## src/rtl/coef_bank_pkg.sv

```systemverilog
`default_nettype none
// ============================================================================
//  Module      : coef_bank_pkg
//  Description : Shared types and sizing helpers for the double-buffered
//                FIR coefficient bank loader.
//  Revision    : 1.0 - initial release
// ============================================================================
package coef_bank_pkg;

   // Loader FSM states
   typedef enum logic [1:0] {
      IDLE   = 2'd0,
      LOAD   = 2'd1,
      COMMIT = 2'd2,
      DONE   = 2'd3
   } state_t;

   // Number of words loaded when the bank is symmetric (centre tap shared)
   function automatic int calc_nh(input int ntaps);
      return (ntaps + 1) / 2;
   endfunction

   // Width of a counter able to hold 0..ntaps inclusive
   function automatic int calc_cntw(input int ntaps);
      return $clog2(ntaps + 1);
   endfunction

endpackage
`default_nettype wire

```

## src/rtl/coef_regfile.sv

```systemverilog
`default_nettype none
// ============================================================================
//  Module      : coef_regfile
//  Description : NTAPS x CW shadow/active register pair. Single write port
//                into the shadow bank with optional mirrored write to the
//                symmetric tap; a commit strobe copies every shadow entry
//                into the active bank on the same edge.
//  Revision    : 1.0 - initial release
// ============================================================================
module coef_regfile #(
   parameter int NTAPS = 16,
   parameter int CW    = 12,
   parameter int AW    = 5
) (
   input  logic                clk,
   input  logic                rst_n,
   input  logic                we,
   input  logic [AW-1:0]       addr,
   input  logic [CW-1:0]       data,
   input  logic                mirror,
   input  logic                commit,
   output logic [NTAPS*CW-1:0] active_flat
);

   generate
      for (genvar k = 0; k < NTAPS; k++) begin : g_tap
         logic [CW-1:0] shadow;
         logic [CW-1:0] active;
         logic          hit;

         // A tap is written when addressed directly or as the mirror image
         assign hit = we && ((addr == AW'(k)) ||
                             (mirror && (addr == AW'(NTAPS - 1 - k))));

         // Shadow capture and atomic shadow-to-active copy
         always_ff @(posedge clk or negedge rst_n) begin
            if (!rst_n) begin
               shadow <= '0;
               active <= '0;
            end else begin
               if (hit) begin
                  shadow <= data;
               end
               if (commit) begin
                  active <= shadow;
               end
            end
         end

         assign active_flat[k*CW +: CW] = active;
      end
   endgenerate

endmodule
`default_nettype wire

```

## src/rtl/coef_bank_loader.sv

```systemverilog
`default_nettype none
// ============================================================================
//  Module      : coef_bank_loader
//  Description : Double-buffered FIR coefficient bank. Coefficients arrive
//                serially into a shadow bank and are committed atomically to
//                the active bank, so the FIR keeps using the previous set
//                while a new one loads.
//  Options     : COEF_SYM_EN - load only (NTAPS+1)/2 words and mirror each
//                into the symmetric tap.
//  Revision    : 1.0 - initial release
// ============================================================================
module coef_bank_loader
   import coef_bank_pkg::*;
#(
   parameter  int NTAPS = 16,
   parameter  int CW    = 12,
   localparam int CNTW  = calc_cntw(NTAPS)
) (
   input  logic                clk,
   input  logic                rst_n,
   input  logic [CW-1:0]       coef_i,
   input  logic                coef_valid_i,
   input  logic                en_recepcion_i,
   input  logic                reload_i,
   output logic [NTAPS*CW-1:0] coefs_o,
   output logic [CNTW-1:0]     load_cnt_o,
   output logic                busy_o,
   output logic                fin_block_coef_o,
   output logic                loaded_o,
   output logic                ovf_o
);

`ifdef COEF_SYM_EN
   localparam int   LIMIT  = calc_nh(NTAPS);
   localparam logic MIRROR = 1'b1;
`else
   localparam int   LIMIT  = NTAPS;
   localparam logic MIRROR = 1'b0;
`endif

   // Counter value at which the next accepted word completes the set
   localparam logic [CNTW-1:0] CNT_LAST = CNTW'(LIMIT - 1);

   state_t          state, state_nx;
   logic [CNTW-1:0] cnt, cnt_nx;
   logic            ovf, ovf_nx;
   logic            loaded, loaded_nx;
   logic            fin, fin_nx;
   logic            accepted;
   logic            we;
   logic            commit;

   assign accepted = coef_valid_i & en_recepcion_i;
   assign commit   = (state == COMMIT);

   // State and status registers
   always_ff @(posedge clk or negedge rst_n) begin
      if (!rst_n) begin
         state  <= IDLE;
         cnt    <= '0;
         ovf    <= 1'b0;
         loaded <= 1'b0;
         fin    <= 1'b0;
      end else begin
         state  <= state_nx;
         cnt    <= cnt_nx;
         ovf    <= ovf_nx;
         loaded <= loaded_nx;
         fin    <= fin_nx;
      end
   end

   // Next-state, counter and shadow write control; reload beats a word
   always_comb begin
      state_nx  = state;
      cnt_nx    = cnt;
      ovf_nx    = ovf;
      loaded_nx = loaded;
      fin_nx    = 1'b0;
      we        = 1'b0;
      case (state)
         IDLE, LOAD: begin
            // IDLE always holds cnt==0, so an implicit start writes tap 0
            if (reload_i) begin
               state_nx = LOAD;
               cnt_nx   = '0;
            end else if (accepted) begin
               we       = 1'b1;
               cnt_nx   = cnt + CNTW'(1);
               state_nx = (cnt == CNT_LAST) ? COMMIT : LOAD;
            end
         end
         COMMIT: begin
            // fin and coefs_o both become visible on this edge
            fin_nx    = 1'b1;
            loaded_nx = 1'b1;
            state_nx  = DONE;
            if (accepted) begin
               ovf_nx = 1'b1;
            end
         end
         DONE: begin
            if (reload_i) begin
               state_nx = LOAD;
               cnt_nx   = '0;
               ovf_nx   = 1'b0;
            end else if (accepted) begin
               ovf_nx = 1'b1;
            end
         end
         default: begin
            state_nx = IDLE;
         end
      endcase
   end

   coef_regfile #(
      .NTAPS (NTAPS),
      .CW    (CW),
      .AW    (CNTW)
   ) u_regfile (
      .clk         (clk),
      .rst_n       (rst_n),
      .we          (we),
      .addr        (cnt),
      .data        (coef_i),
      .mirror      (MIRROR),
      .commit      (commit),
      .active_flat (coefs_o)
   );

   assign load_cnt_o       = cnt;
   assign busy_o           = (state == LOAD);
   assign fin_block_coef_o = fin;
   assign loaded_o         = loaded;
   assign ovf_o            = ovf;

endmodule
`default_nettype wire
```

## config.mk

```make
export PLATFORM = sky130hd
export DESIGN_NAME = coef_bank_loader
export DESIGN_NICKNAME = d
export VERILOG_FILES = /design/src/rtl/coef_bank_pkg.sv /design/src/rtl/coef_regfile.sv /design/src/rtl/coef_bank_loader.sv
export SDC_FILE = /design/constraint.sdc
export NUM_CORES = 1
export LEC_CHECK = 0
export ABC_CLOCK_PERIOD_IN_PS = 2600
export CORE_ASPECT_RATIO = 0.9
export CORE_MARGIN = 2
export CORE_UTILIZATION = 54
export DETAILED_ROUTE_END_ITERATION = 10
export GPL_TIMING_DRIVEN = 0
export PLACE_DENSITY = 0.77
export SETUP_SLACK_MARGIN = 0.15
export SLEW_MARGIN = 10
export SYNTH_ARGS = -nofsm -noshare
export SYNTH_HDL_FRONTEND = slang
export SYNTH_SLANG_ARGS = --single-unit
```

## constraint.sdc

```tcl
create_clock -name clk -period 2.6 [get_ports clk]
set_input_delay 0.52 -clock clk [delete_from_list [all_inputs] [get_ports clk]]
set_output_delay 0.52 -clock clk [all_outputs]
set_load 0.01 [all_outputs]
```

==> results of run 1 <==
cells by family after synthesis:
family / count (synthesis) / synth area share [%]
muxes: 192 / 14.3
and+or+nand+nor: 615 / 16.7
adders and majority gates: 5 / 0.412
buffers and inverters: 80 / 3.15
AOI/OAI and AO/OA: 11 / 0.502
DFF: 394 / 64.9
worst paths after layout:
kind	from	endpoint	slack, ns	cells after the start
hold reg to reg	u_regfile.g_tap[2].shadow[2]	u_regfile.g_tap[2].active[2]	0.46	2
hold / removal	u_regfile.g_tap[2].shadow[2]	u_regfile.g_tap[2].active[2]	0.46	2
setup reg to reg	load_cnt_o[1]	u_regfile.g_tap[15].shadow[10]	0.28	7
setup / recovery	state[1]	busy_o	0.25	3
max in group asynchronous	rst_n	u_regfile.g_tap[5].active[3]	0.59	4
min in group asynchronous	rst_n	u_regfile.g_tap[7].active[10]	0.54	2
final cells by class:
cell class	count	area [sq um]
sequential	394	9860
tap	360	450
inverter	4	15.0
multi-input combinational	823	4860
clock inverter	18	259
timing repair buffer	221	2270
clock buffer	54	1110
buffer	76	464
fill	1976	8510
Yosys cell counts, drive strengths merged, types with 2 or more instances:
library cell / number
a21oi: 2
nor3: 2
mux2: 192
and4b: 3
and3: 6
buf: 56
and2: 2
nand3: 8
clkbuf: 20
ha: 5
inv: 4
nor2: 2
nand2: 582
a31oi: 2
o21ai: 2
and3b: 2
dfrtp: 394
nand2b: 2
per-layer routing:
layer | GRT usage [%] | vias to the layer above | wire, um
met5 | 0 | - | 0
met4 | 8.47 | 0 | 934
met3 | 5.35 | 71 | 2200
met2 | 42.2 | 297 | 17900
met1 | 35.0 | 5224 | 16100
li1 | - | 4671 | -
flip-flops by register name (all words and copies together) (netlist names):
name and cells:
fin_block_coef_o 1, state 2, load_cnt_o 5, u_regfile.g_tap.active 192, u_regfile.g_tap.shadow 192, loaded_o 1, ovf_o 1
per-stage QoR:
stage / utilization [%] / area (sq um) / cells
2_1_floorplan: - / 15200 / 1297
3_3_place_gp: 64.1 / 17800 / 1874
3_5_place_dp: 64.4 / 17900 / 1877
4_1_cts: 69.4 / 19300 / 1950
5_1_grt: 69.4 / 19300 / 1950
6_report: 69.4 / 19300 / 1950
power by group:
part,switching (mW),internal (mW),leakage [nW]
combinational,0.271,0.167,3.96
clock,2.35,3.61,0.681
sequential,0.0755,6.26,5.45
worst max-delay path, stage by stage, from the launching register on:
cell	delay, ns
sky130_fd_sc_hd__dfrtp_1	0.43
sky130_fd_sc_hd__buf_4	0.20
sky130_fd_sc_hd__nor2b_1	0.11
sky130_fd_sc_hd__clkdlybuf4s50_1	0.58
==> flow_metrics.env, run 1 <==
export IMPL_status="complete, no violations"
export IMPL_insertion_delay_ns=0.53
export IMPL_finalHoldViolations=0
export IMPL_detail_route_vias_per_cell=5.26
export IMPL_yosysUniqueCellTypes=38
export IMPL_antenna_violating_nets_post_route=0
export IMPL_timing_critical_path_fanout_max=10
export IMPL_clkTransAtPathRegs_ns=0.06
export IMPL_initial_antenna_violation_count=0
export IMPL_post_cts_buffers=0
export IMPL_hold_class="flip-flop to flip-flop"
export IMPL_cts_made_buffers=39
export IMPL_max_freq_ghz=0.425
export IMPL_holdBufCountCts=1
export IMPL_vdd_ir_drop_max_mv=0.574
export IMPL_grt_setup_unrepaired="false"
export IMPL_routed_via_count=10300
export IMPL_post_route_cells_drive_above_1_share_pct=20.8
export IMPL_total_power_mw=12.7
export IMPL_groute_usage_overall_pct=25.8
export IMPL_worstSetupStartpointType="flip-flop"
export IMPL_drv_max_cap_violation_count=0
export IMPL_layout_setup_ws_ns=0.248
export IMPL_critical_path_class="flip-flop to output port"
export IMPL_critical_path_arrival_ns=1.83
export IMPL_synth_top_cells_by_area="sky130_fd_sc_hd__dfrtp_1, sky130_fd_sc_hd__nand2_1, sky130_fd_sc_hd__mux2_2"
export IMPL_setup_worst_path_end_class="output port"
export IMPL_clockBufferDepth=3
export IMPL_yosysTopAreaCellShare_pct=64.9
export IMPL_mostFrequentLayoutCell="sky130_fd_sc_hd__nand2_1"
export IMPL_yosysWarningCount=0
export IMPL_leakagePower_nw=10.1
export IMPL_syn_mean_instance_area_sq_um=11.7
export IMPL_gp_congestion=0.802
export IMPL_dominantRegCellSynth="sky130_fd_sc_hd__dfrtp_1"
export IMPL_routedWlPerCell_um=19.1
export IMPL_synth_edf_count=0
export IMPL_fin_setup_tns_ns=0
export IMPL_final_cell_mix="sky130_fd_sc_hd__nand2_1, sky130_fd_sc_hd__dfrtp_1, sky130_fd_sc_hd__clkdlybuf4s50_1"
export IMPL_drv_slew=0
export IMPL_resize_count_post_cts=0
export IMPL_finalWirelength_um=37200
export IMPL_clock_h_tree_levels=2
export IMPL_globalRoute_totalOverflow=0
export IMPL_grt_max_degree=117
export IMPL_p_per_area_nw_per_um2=660
export IMPL_worstMarginPinSlew_ns=0.964
export IMPL_design_portCount=218
export IMPL_core_area_sq_um=27800
export IMPL_ys_seq_area_share_pct=64.9
export IMPL_antenna_diode_count=0
export IMPL_design_die_area_sq_um=29500
export IMPL_buffer_ports_inserted=217
export IMPL_cts_tree="yes"
export IMPL_netlist_top_cell_by_area="sky130_fd_sc_hd__dfrtp_1"
export IMPL_synth_cells=1297
export IMPL_fp_row_count=58
export IMPL_cts_root_buf="sky130_fd_sc_hd__clkbuf_16"
export IMPL_report_final_setup_viol=0
export IMPL_drc_errors=0
export IMPL_drt_pass1_iter_count=7
export IMPL_dp_worst_setup_slack_ns=0.0983
export IMPL_grt_first_pass_wirelength_um=59200
export IMPL_syn_cell_area_sq_um=15200
export IMPL_fp_dieH_um=163
export IMPL_clock_sinks=394
export IMPL_required_ns=2.08
export IMPL_fp_dieW_um=181
export IMPL_post_route_worst_hold_slack_ns=0.461
export IMPL_time_the_final_worst_path_needs_with_i_o_delays_and_setup_ns=2.35
export IMPL_largest_clock_skew_in_the_final_design_ns=0.0108
export IMPL_via_count_of_the_first_global_routing_pass=10800
export IMPL_detailed_place_hpwl_um=25000
export IMPL_finalCritPeriodShare_pct=90.5
export IMPL_nNetsFinal=1581
export IMPL_area_growth_synth_to_final_pct=26.9
export IMPL_async_flop_share_pct=100
export IMPL_number_of_nets_in_the_synthesized_netlist=1319
export IMPL_slew_headroom_pct=35.8
export IMPL_synth_seq_cells=394
export IMPL_initialDrtViolationCount=625
export IMPL_initial_core_util_pct=54.7
Note: power is estimated with default switching activity, not from simulation.
==> inputs of run 2 (changes only) <==
--- a/config.mk
+++ b/config.mk
@@ -8,11 +8,12 @@
 export ABC_CLOCK_PERIOD_IN_PS = 2600
 export CORE_ASPECT_RATIO = 0.9
 export CORE_MARGIN = 2
-export CORE_UTILIZATION = 54
+export CORE_UTILIZATION = 46
 export DETAILED_ROUTE_END_ITERATION = 10
 export GPL_TIMING_DRIVEN = 0
-export PLACE_DENSITY = 0.77
+export PLACE_DENSITY = 0.67
 export SETUP_SLACK_MARGIN = 0.15
+export SKIP_CTS_REPAIR_TIMING = 1
 export SLEW_MARGIN = 10
 export SYNTH_ARGS = -nofsm -noshare
 export SYNTH_HDL_FRONTEND = slang
==> run 2 against run 1 <==
Effect of this change: sequential power barely moved; maximum frequency rose by 1.9%; cell count rose by 3.1%; highest routed layer unchanged; critical endpoint is now u_regfile.g_tap[3].active[7].
==> flow_metrics.env, run 2 (synthesis gave the netlist of run 1 again) <==
export IMPL_status="complete, no violations"
export IMPL_via_count_of_the_first_global_routing_pass=10100
export IMPL_grt_max_degree=110
export IMPL_finalCritPeriodShare_pct=88.8
export IMPL_cpLargestDelayFamily="buffers and inverters"
export IMPL_utilization_pct=58.9
export IMPL_worstSetupStartpointType="flip-flop"
export IMPL_time_the_final_worst_path_needs_with_i_o_delays_and_setup_ns=2.31
export IMPL_total_power_mw=12.3
export IMPL_antenna_diode_count=0
export IMPL_critical_path_class="flip-flop to flip-flop"
export IMPL_nNetsFinal=1582
export IMPL_setup_worst_path_start="state[1]"
export IMPL_routedWlPerCell_um=18.6
export IMPL_setup_worst_path_end_class="flip-flop"
export IMPL_core_area_sq_um=32700
export IMPL_dp_worst_setup_slack_ns=0.0692
export IMPL_clock_h_tree_levels=2
export IMPL_hold_start="u_regfile.g_tap[1].shadow[4]"
export IMPL_area_growth_synth_to_final_pct=26.8
export IMPL_post_route_cells_drive_above_1_share_pct=20.5
export IMPL_initialDrtViolationCount=537
export IMPL_initial_core_util_pct=46.5
export IMPL_path_cells="buf_4 > nand2b_1 > buf_2 > clkdlybuf4s15_1 > buf_2 > nand2_1 > nand2_1"
export IMPL_grt_setup_unrepaired="false"
export IMPL_antenna_violating_nets_post_route=0
export IMPL_initial_antenna_violation_count=0
export IMPL_grt_first_pass_wirelength_um=58800
export IMPL_p_per_area_nw_per_um2=640
export IMPL_drv_max_cap_violation_count=0
export IMPL_worstPathBufferInverterCount=4
export IMPL_clockBufferDepth=3
export IMPL_leakagePower_nw=10.0
export IMPL_slowest_delay_ns=0.79
export IMPL_design_die_area_sq_um=34500
export IMPL_detail_route_vias_per_cell=4.95
export IMPL_buffer_ports_inserted=217
export IMPL_drv_slew=0
export IMPL_hold_class="flip-flop to flip-flop"
export IMPL_reg2reg_from="state[1]"
export IMPL_number_of_placed_cells_counting_well_taps=1939
export IMPL_max_freq_ghz=0.433
export IMPL_layout_setup_ws_ns=0.291
export IMPL_fp_dieW_um=196
export IMPL_cts_root_buf="sky130_fd_sc_hd__clkbuf_16"
export IMPL_globalRoute_totalOverflow=0
export IMPL_vdd_ir_drop_max_mv=0.391
export IMPL_slew_headroom_pct=35.4
export IMPL_timing_critical_path_fanout_max=10
export IMPL_crit_slowest_cell="sky130_fd_sc_hd__clkdlybuf4s15_1"
export IMPL_detailed_place_hpwl_um=25400
export IMPL_drc_errors=0
export IMPL_insertion_delay_ns=0.53
export IMPL_clkTransAtPathRegs_ns=0.06
export IMPL_cts_tree="yes"
export IMPL_stdcell_count=2011
export IMPL_final_cell_mix="sky130_fd_sc_hd__nand2_1, sky130_fd_sc_hd__dfrtp_1, sky130_fd_sc_hd__clkdlybuf4s50_1"
export IMPL_drt_pass1_iter_count=5
export IMPL_mostFrequentLayoutCell="sky130_fd_sc_hd__nand2_1"
export IMPL_critical_path_arrival_ns=2.77
export IMPL_groute_usage_overall_pct=22.3
export IMPL_worstMarginPinSlew_ns=0.969
export IMPL_largest_clock_skew_in_the_final_design_ns=0.0198
export IMPL_finalWirelength_um=37400
export IMPL_fp_row_count=63
export IMPL_required_ns=3.07
export IMPL_clock_sinks=394
export IMPL_fp_dieH_um=176
export IMPL_report_final_setup_viol=0
export IMPL_gp_congestion=0.798
export IMPL_post_route_worst_hold_slack_ns=0.452
export IMPL_routed_via_count=9957
export IMPL_design_portCount=218
export IMPL_finalHoldViolations=0
export IMPL_cts_made_buffers=40
run 2: layout make-up:
cell class	count	area, sq um
repair buffers	221	2270
clock inverters	11	93.8
multi-input cells	823	4860
inverters	4	15.0
fillers	2701	13400
plain buffers	76	470
well taps	422	528
flip-flops and latches	394	9860
clock buffers	60	1180
run 2: per-stage QoR:
| step | cell area [sq um] | setup TNS, ns |
|---|---|---|
| 5_1_grt | 19300 | 0 |
| 6_report | 19300 | 0 |
| 2_1_floorplan | 15200 | 0 |
| 4_1_cts | 19300 | 0 |
| 3_5_place_dp | 18000 | 0 |
| 3_3_place_gp | 17900 | -6322.15 |
run 2: metal layers:
metal	share of wire, %	vias to the layer above	GRT usage, %	wire, um
met3	6.2	49	5.50	2300
met5	0	-	0	0
met4	1.8	0	5.85	660
li1	-	4696	-	-
met2	46	221	34.7	17100
met1	46	4991	31.5	17300
run 2: path summary, 6_finish.rpt:
| path | cells past startpoint | end | slack (ns) |
|---|---|---|---|
| setup / recovery | 7 | u_regfile.g_tap[3].active[7] | 0.29 |
| hold / removal | 2 | u_regfile.g_tap[1].active[4] | 0.45 |
| setup reg to reg | 7 | u_regfile.g_tap[3].active[7] | 0.29 |
| hold reg to reg | 2 | u_regfile.g_tap[1].active[4] | 0.45 |
| max in group asynchronous | 4 | u_regfile.g_tap[9].shadow[7] | 0.59 |
| min in group asynchronous | 2 | u_regfile.g_tap[13].shadow[3] | 0.55 |
run 2: power by group:
part | switching, mW | total [mW] | leakage, nW | internal (mW)
Clock | 2.33 | 5.56 | 0.627 | 3.24
Combinational | 0.273 | 0.441 | 3.96 | 0.167
Sequential | 0.0663 | 6.32 | 5.45 | 6.26
Total | 2.67 | 12.3 | 10.0 | 9.66
run 2: tightest hold or removal path: stages, from the launching register on:
cell	delay, ns
sky130_fd_sc_hd__dfrtp_1	0.34
sky130_fd_sc_hd__nand2_1	0.05
sky130_fd_sc_hd__nand2_1	0.05
